`config.mk`:
```
export PLATFORM = sky130hd
export DESIGN_NAME = led_row_sched_flat
export DESIGN_NICKNAME = d
export VERILOG_FILES = /design/src/rtl/led_row_sched_if.sv /design/src/rtl/led_row_sched.sv /design/src/flat_wrapper.sv
export SDC_FILE = /design/constraint.sdc
export NUM_CORES = 1
export LEC_CHECK = 0
export CAP_MARGIN = 25
export CORE_MARGIN = 4
export CORE_UTILIZATION = 30
export CTS_BUF_LIST = sky130_fd_sc_hd__clkbuf_2 sky130_fd_sc_hd__clkbuf_4 sky130_fd_sc_hd__clkbuf_8
export CTS_CLUSTER_SIZE = 28
export DETAILED_ROUTE_END_ITERATION = 10
export HOLD_SLACK_MARGIN = 0.02
export PLACE_DENSITY = 0.56
export SLEW_MARGIN = 0
export SYNTH_ARGS = -nofsm -noshare
export SYNTH_HDL_FRONTEND = slang
export SYNTH_SLANG_ARGS = --single-unit
export TNS_END_PERCENT = 5
```
`constraint.sdc`:
```
create_clock -name rd_clk -period 3.7 [get_ports rd_clk]
set_input_delay 0.74 -clock rd_clk [delete_from_list [all_inputs] [get_ports rd_clk]]
set_output_delay 0.74 -clock rd_clk [all_outputs]
set_load 0.05 [all_outputs]
```
`src/rtl/led_row_sched_if.sv`:
```
// Scheduler-side bundle: zone FIFO read port, row packer slot writes,
// and the row valid/ready handshake toward the LED driver transmitter.
interface led_row_sched_if;
  logic       enable;
  logic       frame_sync;
  logic       fifo_empty;
  logic       fifo_rd_en;
  logic [7:0] fifo_dout;
  logic       byte_we;
  logic [5:0] byte_idx;
  logic [7:0] byte_data;
  logic       row_valid;
  logic       row_ready;
  logic [5:0] row_idx;
  logic       frame_done;
  logic       sync_err;

  modport master (
    input  enable, frame_sync, fifo_empty, fifo_dout, row_ready,
    output fifo_rd_en, byte_we, byte_idx, byte_data, row_valid, row_idx,
           frame_done, sync_err
  );

  modport slave (
    output enable, frame_sync, fifo_empty, fifo_dout, row_ready,
    input  fifo_rd_en, byte_we, byte_idx, byte_data, row_valid, row_idx,
           frame_done, sync_err
  );
endinterface

```
`src/rtl/led_row_sched.sv`:
```
// Backlight-zone row scheduler: pulls ZONES_PER_ROW bytes per row from the zone
// FIFO into the packer, presents each row to the transmitter, tracks row index.
module led_row_sched #(
  parameter int unsigned ZONES_PER_ROW = 40,
  parameter int unsigned ROWS          = 34
) (
  input  logic            rd_clk,
  input  logic            rst_n,
  led_row_sched_if.master bus
);

  localparam int unsigned   CW        = 6;
  localparam logic [CW-1:0] ZONES     = CW'(ZONES_PER_ROW);
  localparam logic [CW-1:0] LAST_ZONE = CW'(ZONES_PER_ROW - 1);
  localparam logic [CW-1:0] LAST_ROW  = CW'(ROWS - 1);

  typedef enum logic [1:0] {
    ST_IDLE    = 2'd0,
    ST_FILL    = 2'd1,
    ST_PRESENT = 2'd2
  } state_e;

  state_e        state_q, state_d;
  logic [CW-1:0] issued_q, issued_d;
  logic [CW-1:0] recvd_q, recvd_d;
  logic          byte_we_q, byte_we_d;
  logic [CW-1:0] byte_idx_q, byte_idx_d;
  logic          row_valid_q, row_valid_d;
  logic [CW-1:0] row_idx_q, row_idx_d;
  logic          frame_done_q, frame_done_d;
  logic          sync_err_q, sync_err_d;
  logic          rd_en_c;

  // State and output registers
  always_ff @(posedge rd_clk or negedge rst_n) begin
    if (!rst_n) begin
      state_q      <= ST_IDLE;
      issued_q     <= '0;
      recvd_q      <= '0;
      byte_we_q    <= 1'b0;
      byte_idx_q   <= '0;
      row_valid_q  <= 1'b0;
      row_idx_q    <= '0;
      frame_done_q <= 1'b0;
      sync_err_q   <= 1'b0;
    end else begin
      state_q      <= state_d;
      issued_q     <= issued_d;
      recvd_q      <= recvd_d;
      byte_we_q    <= byte_we_d;
      byte_idx_q   <= byte_idx_d;
      row_valid_q  <= row_valid_d;
      row_idx_q    <= row_idx_d;
      frame_done_q <= frame_done_d;
      sync_err_q   <= sync_err_d;
    end
  end

  // Next-state and output decode; frame_sync overrides everything at the end
  always_comb begin
    state_d      = state_q;
    issued_d     = issued_q;
    recvd_d      = recvd_q;
    byte_we_d    = 1'b0;
    byte_idx_d   = byte_idx_q;
    row_idx_d    = row_idx_q;
    frame_done_d = 1'b0;
    sync_err_d   = 1'b0;
    rd_en_c      = 1'b0;

    case (state_q)
      ST_IDLE: begin
        if (bus.enable) state_d = ST_FILL;
      end
      ST_FILL: begin
        rd_en_c = !bus.fifo_empty && (issued_q != ZONES);
        if (rd_en_c) begin
          issued_d   = issued_q + CW'(1);
          byte_we_d  = 1'b1;
          // slot index accounts for a byte landing in this same cycle
          byte_idx_d = recvd_q + CW'(byte_we_q);
        end
        if (byte_we_q) begin
          recvd_d = recvd_q + CW'(1);
          if (recvd_q == LAST_ZONE) state_d = ST_PRESENT;
        end
      end
      ST_PRESENT: begin
        if (bus.row_ready) begin
          issued_d = '0;
          recvd_d  = '0;
          if (row_idx_q == LAST_ROW) begin
            row_idx_d    = '0;
            frame_done_d = 1'b1;
          end else begin
            row_idx_d = row_idx_q + CW'(1);
          end
          state_d = bus.enable ? ST_FILL : ST_IDLE;
        end
      end
      default: state_d = ST_IDLE;
    endcase

    if (bus.frame_sync) begin
      state_d      = ST_IDLE;
      issued_d     = '0;
      recvd_d      = '0;
      row_idx_d    = '0;
      rd_en_c      = 1'b0;
      byte_we_d    = 1'b0;
      byte_idx_d   = '0;
      frame_done_d = 1'b0;
      sync_err_d   = (row_idx_q != '0) || (issued_q != '0);
    end

    row_valid_d = (state_d == ST_PRESENT);
  end

  assign bus.fifo_rd_en = rd_en_c;
  assign bus.byte_we    = byte_we_q;
  assign bus.byte_idx   = byte_idx_q;
  assign bus.byte_data  = bus.fifo_dout;
  assign bus.row_valid  = row_valid_q;
  assign bus.row_idx    = row_idx_q;
  assign bus.frame_done = frame_done_q;
  assign bus.sync_err   = sync_err_q;

endmodule

```
`src/flat_wrapper.sv`:
```
// flat-port wrapper written by rule: the top's interface ports become plain ports
module led_row_sched_flat 
#(
  parameter int unsigned ZONES_PER_ROW = 40,
  parameter int unsigned ROWS          = 34
)
  (rd_clk, rst_n, bus_enable, bus_frame_sync, bus_fifo_empty, bus_fifo_dout, bus_row_ready, bus_fifo_rd_en, bus_byte_we, bus_byte_idx, bus_byte_data, bus_row_valid, bus_row_idx, bus_frame_done, bus_sync_err);
  led_row_sched_if bus_i ();
  input  logic rd_clk;
  input  logic rst_n;
  input wire logic [$bits(bus_i.enable)-1:0] bus_enable;
  input wire logic [$bits(bus_i.frame_sync)-1:0] bus_frame_sync;
  input wire logic [$bits(bus_i.fifo_empty)-1:0] bus_fifo_empty;
  input wire logic [$bits(bus_i.fifo_dout)-1:0] bus_fifo_dout;
  input wire logic [$bits(bus_i.row_ready)-1:0] bus_row_ready;
  output wire logic [$bits(bus_i.fifo_rd_en)-1:0] bus_fifo_rd_en;
  output wire logic [$bits(bus_i.byte_we)-1:0] bus_byte_we;
  output wire logic [$bits(bus_i.byte_idx)-1:0] bus_byte_idx;
  output wire logic [$bits(bus_i.byte_data)-1:0] bus_byte_data;
  output wire logic [$bits(bus_i.row_valid)-1:0] bus_row_valid;
  output wire logic [$bits(bus_i.row_idx)-1:0] bus_row_idx;
  output wire logic [$bits(bus_i.frame_done)-1:0] bus_frame_done;
  output wire logic [$bits(bus_i.sync_err)-1:0] bus_sync_err;
  assign bus_i.enable = bus_enable;
  assign bus_i.frame_sync = bus_frame_sync;
  assign bus_i.fifo_empty = bus_fifo_empty;
  assign bus_i.fifo_dout = bus_fifo_dout;
  assign bus_i.row_ready = bus_row_ready;
  assign bus_fifo_rd_en = bus_i.fifo_rd_en;
  assign bus_byte_we = bus_i.byte_we;
  assign bus_byte_idx = bus_i.byte_idx;
  assign bus_byte_data = bus_i.byte_data;
  assign bus_row_valid = bus_i.row_valid;
  assign bus_row_idx = bus_i.row_idx;
  assign bus_frame_done = bus_i.frame_done;
  assign bus_sync_err = bus_i.sync_err;
  led_row_sched #(.ZONES_PER_ROW(ZONES_PER_ROW), .ROWS(ROWS)) u_core (.rd_clk(rd_clk), .rst_n(rst_n), .bus(bus_i));
endmodule
```
==> results.sh, run 1 <==
export IMPL_status="completed"
export IMPL_ctsResizeCount=0
export IMPL_cp_arrival_ns=2.16
export IMPL_setup_violations=0
export IMPL_dpl_hpwl_um=2620
export IMPL_final_util_pct=36.9
export IMPL_drive_gt1_share_pct=10.3
export IMPL_max_freq_mhz=344
export IMPL_grt_pass1_vias=1226
export IMPL_nNetsFinal=215
export IMPL_p_int_uw=564
export IMPL_yosysUniqueCellTypes=38
export IMPL_gp_congestion=0.780
export IMPL_fin_crit_ns=2.90
export IMPL_dieHeight_um=83.1
export IMPL_maxCapViolCount=0
export IMPL_area_growth_pct=20.1
export IMPL_setup_tns_ns=0
export IMPL_p_leak_uw=0.000869
export IMPL_synthArstFlopShare_pct=100
export IMPL_min_period_over_period_pct=78.5
export IMPL_fillers=559
export IMPL_ys_warn_count=0
export IMPL_die_area_um2=6910
export IMPL_hold_class="flop to flop"
export IMPL_cts_buffers_inserted=5
export IMPL_syn_nets=198
export IMPL_post_cts_repair_setup_buffers=0
export IMPL_ioPinCount=39
export IMPL_antenna_cells=0
export IMPL_cts_root_buf="clkbuf_8"
export IMPL_worst_setup_path_start_kind="input port"
export IMPL_drt_wl_total_um=3620
export IMPL_grt_overflow_total=0
export IMPL_tightest_slew_ns=0.500
export IMPL_ant_nets=0
export IMPL_synth_edf_count=0
export IMPL_syn_inst=176
export IMPL_cts_buffer_depth=2
export IMPL_rsz0062_at_grt="false"
export IMPL_synth_ff_type="dfrtp_1"
export IMPL_avgSynthCellArea_um2=9.63
export IMPL_clockPowerShare_pct=40.4
export IMPL_drv_slew=0
export IMPL_ir_drop_uv=239
export IMPL_clock_sinks=30
export IMPL_fp_dieW_um=83.1
export IMPL_hold_buffers=0
export IMPL_clk_latency_ns=0.27
export IMPL_fin_worst_skew_ns=0.00396
export IMPL_io_buffers=22
export IMPL_viasPerCell=4.76
export IMPL_max_slew_margin_pct=66.5
export IMPL_seq_area_frac_synth_pct=44.3
export IMPL_drtPass1Iterations=4
export IMPL_p_per_area_nw_per_um2=372
export IMPL_core_area_um2=5510
export IMPL_syn_cell_area_um2=1690
export IMPL_p_sw_share_pct=25.4
export IMPL_path_class="input port to output port"
export IMPL_gr_usage_all_layers_pct=11.2
export IMPL_initial_core_util_pct=30.8
export IMPL_num_rows=27
export IMPL_vias=1265
export IMPL_cts_tree="done"
export IMPL_grt_pass1_wl_um=6160
export IMPL_drt_initial_drc_count=92
export IMPL_clk_pin_slew_ns=0.06
export IMPL_htreeDepth=2
export IMPL_p_seq_share_pct=47.1
export IMPL_drc=0
export IMPL_grt_max_degree=31
export IMPL_required_ns=2.96
export IMPL_wl_per_cell_um=13.6
export IMPL_cp_max_fo=6
export IMPL_antenna_found_initial=0
export IMPL_combPwrFrac_pct=12.5
export IMPL_ys_seq_elements=30
export IMPL_switchingPower_uw=192
export IMPL_hold_violations=0
export IMPL_cp_end_kind="output port"
export IMPL_power_uw=756
through the flow:
stage	setup WS, ns	hold slack, ns	area [µm²]	std cells
3_3_place_gp	0.829	0.544	1920	258
4_1_cts	0.799	0.554	2030	266
2_1_floorplan	1.07	0.444	1690	176
3_5_place_dp	0.801	0.545	1920	258
5_1_grt	0.631	0.586	2030	266
6_report	0.797	0.547	2030	266
final timing paths:
| kind | slack (ns) | start | cells after the start | end |
|---|---|---|---|---|
| worst max-delay path | 0.80 | bus_fifo_empty | 5 | bus_fifo_rd_en |
| worst min-delay path | 0.55 | u_core.bus.byte_idx[1] | 2 | u_core.bus.byte_idx[1] |
| worst max register to register | 1.79 | u_core.issued_q[0] | 6 | u_core.issued_q[3] |
| worst min register to register | 0.55 | u_core.bus.byte_idx[1] | 2 | u_core.bus.byte_idx[1] |
| max in group asynchronous | 2.55 | rst_n | 2 | u_core.bus.row_idx[4] |
| min in group asynchronous | 0.86 | rst_n | 2 | u_core.bus.byte_idx[1] |
cells in the final DEF (no fill, tap or decap), drive strengths merged, types with 4 or more instances in the layout:
cell,instances
nor2,15
a211oi,4
nand3,14
inv,4
xor2,10
buf,4
a21oi,12
clkbuf,8
ha,8
clkdlybuf4s50,21
nor3,5
and3,4
nand2,19
dfrtp,30
per-layer routing:
layer,vias to the layer above,track usage (%),part of all wire (%)
met5,-,0,0
met4,0,4.46,0.88
met3,2,2.98,5.0
met2,32,17.0,46
met1,591,15.0,48
li1,640,-,-
layout make-up:
cell class	count	area, µm²	share of cell area (%)
Sequential cell	30	751	36.9
Timing Repair Buffer	25	240	11.8
Clock buffer	8	110	5.41
Multi-Input combinational cell	127	828	40.7
Inverter	4	15.0	0.738
Tap cell	72	90.1	4.43
cells in the mapped netlist (3+ instances only):
| master | number | area, µm² |
|---|---|---|
| nand2_1 | 19 | 71.3 |
| or3b_1 | 3 | 26.3 |
| dfrtp_1 | 30 | 751 |
| buf_4 | 9 | 67.6 |
| and3_1 | 4 | 25.0 |
| xor2_1 | 10 | 87.6 |
| nor3_1 | 4 | 20.0 |
| o21ai_1 | 3 | 15.0 |
| nor2_1 | 15 | 56.3 |
| inv_1 | 4 | 15.0 |
| a21oi_1 | 12 | 60.1 |
| a211oi_2 | 4 | 50.1 |
| nand4_1 | 3 | 18.8 |
| clkbuf_1 | 3 | 11.3 |
| nand2b_1 | 3 | 18.8 |
| nand3_1 | 14 | 70.1 |
| ha_1 | 8 | 100 |
power groups by stage:
stage / Combinational (µW) / Clock (µW) / Sequential [µW]
final: 94.6 / 305 / 356
after global routing: 104 / 332 / 359
after CTS: 96.0 / 318 / 357
after detailed placement: 95.7 / 0 / 363
after global placement: 95.9 / 0 / 362
after floorplan: 66.5 / 0 / 378
state kept, by name (all words and copies together), names as in the netlist:
| register | count |
|---|---|
| u_core.state_q | 2 |
| u_core.bus.row_valid | 1 |
| u_core.bus.frame_done | 1 |
| u_core.issued_q | 6 |
| u_core.bus.sync_err | 1 |
| u_core.bus.row_idx | 6 |
| u_core.bus.byte_idx | 6 |
| u_core.recvd_q | 6 |
| u_core.bus.byte_we | 1 |
critical path: stages:
cell and delay (ns):
clkdlybuf4s50_1 0.42, nor3b_2 0.32, o21ai_1 0.24, nor2_1 0.21, buf_4 0.23
cell families after synthesis:
family | synth area share, %
adders and majority gates | 5.91
and+or+nand+nor | 25.6
buffers and inverters | 6.79
xor gates and xnor gates | 5.69
DFF | 44.3
AOI/OAI and AO/OA | 11.7
Power figures use the tool's default switching activity.
==> run 2: changes to the inputs <==
--- a/config.mk
+++ b/config.mk
@@ -12,7 +12,7 @@
 export CTS_CLUSTER_SIZE = 28
 export DETAILED_ROUTE_END_ITERATION = 10
 export HOLD_SLACK_MARGIN = 0.02
-export PLACE_DENSITY = 0.56
+export PLACE_DENSITY = 0.58
 export SLEW_MARGIN = 0
 export SYNTH_ARGS = -nofsm -noshare
 export SYNTH_HDL_FRONTEND = slang
==> constraint.sdc (replaced) <==
create_clock -name rd_clk -period 2.6 [get_ports rd_clk]
set_input_delay 0.52 -clock rd_clk [delete_from_list [all_inputs] [get_ports rd_clk]]
set_output_delay 0.52 -clock rd_clk [all_outputs]
set_load 0.05 [all_outputs]
==> run 2 against run 1 <==
  * Critical path depth up 1
  * Register-to-register slack worse by 1.0 ns
  * Flip-flop and latch count unchanged
  * Clock skew up 0.0072 ns
  * Combinational power up 50%
  * Largest power group unchanged
==> results.sh, run 2 (synthesis results as in run 1) <==
export IMPL_status="completed"
export IMPL_grt_pass1_vias=1309
export IMPL_mostFrequentLayoutCells="dfrtp_1 (30), clkdlybuf4s50_1 (21), nand2_1 (19)"
export IMPL_cts_root_buf="clkbuf_8"
export IMPL_final_util_pct=37.4
export IMPL_p_seq_share_pct=48.5
export IMPL_cpMaxStageDelayCell="or3b_1"
export IMPL_gp_congestion=0.763
export IMPL_path_buf_inv=2
export IMPL_dieHeight_um=83.1
export IMPL_wl_per_cell_um=13.3
export IMPL_grt_pass1_wl_um=6270
export IMPL_drive_gt1_share_pct=12.1
export IMPL_crit_chain="inv_1 > ha_1 > or3b_1 > o21ai_1 > nor2_1 > buf_12"
export IMPL_setup_tns_ns=0
export IMPL_setup_violations=0
export IMPL_drv_slew=0
export IMPL_combPwrFrac_pct=13.5
export IMPL_fp_dieW_um=83.1
export IMPL_cts_tree="done"
export IMPL_grt_overflow_total=0
export IMPL_htreeDepth=2
export IMPL_maxCapViolCount=0
export IMPL_die_area_um2=6910
export IMPL_clk_latency_ns=0.28
export IMPL_max_freq_mhz=419
export IMPL_drt_wl_total_um=3600
export IMPL_gr_usage_all_layers_pct=11.1
export IMPL_p_leak_uw=0.000881
export IMPL_clock_sinks=30
export IMPL_worst_setup_path_start_kind="flop"
export IMPL_required_ns=2.08
export IMPL_io_buffers=22
export IMPL_post_cts_repair_setup_buffers=0
export IMPL_area_growth_pct=21.7
export IMPL_max_slew_margin_pct=66.6
export IMPL_rsz0062_at_grt="false"
export IMPL_p_per_area_nw_per_um2=507
export IMPL_drt_initial_drc_count=60
export IMPL_p_sw_share_pct=28.0
export IMPL_cp_end_kind="output port"
export IMPL_fillers=549
export IMPL_dpl_hpwl_um=2580
export IMPL_max_stage_delay_ns=0.44
export IMPL_grt_max_degree=31
export IMPL_fin_worst_skew_ns=0.0112
export IMPL_antenna_found_initial=0
export IMPL_ctsResizeCount=0
export IMPL_ioPinCount=39
export IMPL_drc=0
export IMPL_final_common_cell="dfrtp_1"
export IMPL_hold_violations=0
export IMPL_initial_core_util_pct=30.8
export IMPL_pre_cts_slack_ns=0.371
export IMPL_hold_class="flop to flop"
export IMPL_tightest_slew_ns=0.499
export IMPL_drtPass1Iterations=4
export IMPL_cts_buffer_depth=2
export IMPL_core_area_um2=5510
export IMPL_nNetsFinal=219
export IMPL_min_period_over_period_pct=91.9
export IMPL_switchingPower_uw=293
export IMPL_path_class="flop to output port"
export IMPL_num_rows=27
export IMPL_crit_family="simple AND/OR/NAND/NOR gates"
export IMPL_layout_setup_ws_ns=0.211
export IMPL_clockPowerShare_pct=38.0
export IMPL_clk_pin_slew_ns=0.07
export IMPL_rrSetupSlack_ns=0.75
export IMPL_antenna_cells=0
export IMPL_hold_buffers=0
export IMPL_vias=1295
export IMPL_ant_nets=0
export IMPL_fin_crit_ns=2.39
export IMPL_regArea_um2=751
export IMPL_cp_arrival_ns=1.87
export IMPL_cts_buffers_inserted=5
export IMPL_ir_drop_uv=190
export IMPL_viasPerCell=4.80
export IMPL_whs_ns=0.536
export IMPL_p_int_uw=754
export IMPL_cp_max_fo=5
export IMPL_multiInputGateArea_um2=828
==> run 2: changes by cell type in the layout (fill, tap and decap cells not counted) <==
cell,change
clkbuf_8,-2
clkinvlp_4,+1
clkinv_2,+1
buf_12,+1
buf_4,+3
==> run 2: layer usage <==
metal	global-route usage, %	part of all wire (%)	wire [µm]	vias up
li1	-	-	-	647
met1	15.3	48	1730	605
met2	16.1	44	1570	36
met3	3.47	6.4	229	7
met4	4.61	1.6	59	0
met5	0	0	0	-
==> run 2: cell type report <==
| cell class | count | share of cell area, % |
|---|---|---|
| well taps | 72 | 4.37 |
| inverters | 4 | 0.728 |
| repair buffers | 29 | 13.7 |
| clock buffers | 6 | 4.00 |
| multi-input cells | 127 | 40.2 |
| flip-flops and latches | 30 | 36.4 |
| clock inverters | 2 | 0.607 |
==> run 2: final timing paths <==
kind | from | to | depth (start not counted)
min reg2reg | u_core.bus.byte_idx[0] | u_core.bus.byte_idx[0] | 2
max | u_core.issued_q[0] | bus_fifo_rd_en | 6
max in group asynchronous | rst_n | u_core.issued_q[2] | 2
max reg2reg | u_core.issued_q[0] | u_core.issued_q[3] | 7
min in group asynchronous | rst_n | u_core.bus.byte_idx[4] | 2
min | u_core.bus.byte_idx[0] | u_core.bus.byte_idx[0] | 2
==> run 2: power by group through the flow <==
stage | clock (µW) | combinational, µW | sequential, µW
global route | 428 | 159 | 510
detailed placement | 0 | 144 | 516
finish | 397 | 142 | 507
CTS | 409 | 145 | 507
floorplan | 0 | 94.6 | 537
global placement | 0 | 144 | 516
==> run 2: tightest hold or removal path, cell delays in order (launching register included) <==
cell     delay (ns)
dfrtp_1        0.38
nand2_1        0.06
a21oi_1        0.06
==> run 2: metrics by stage <==
stage	total power [µW]	cells	area (µm²)
5_1_grt	1100	270	2060
3_3_place_gp	660	262	1970
3_5_place_dp	660	262	1970
6_report	1050	270	2060
2_1_floorplan	632	176	1690
4_1_cts	1060	270	2060
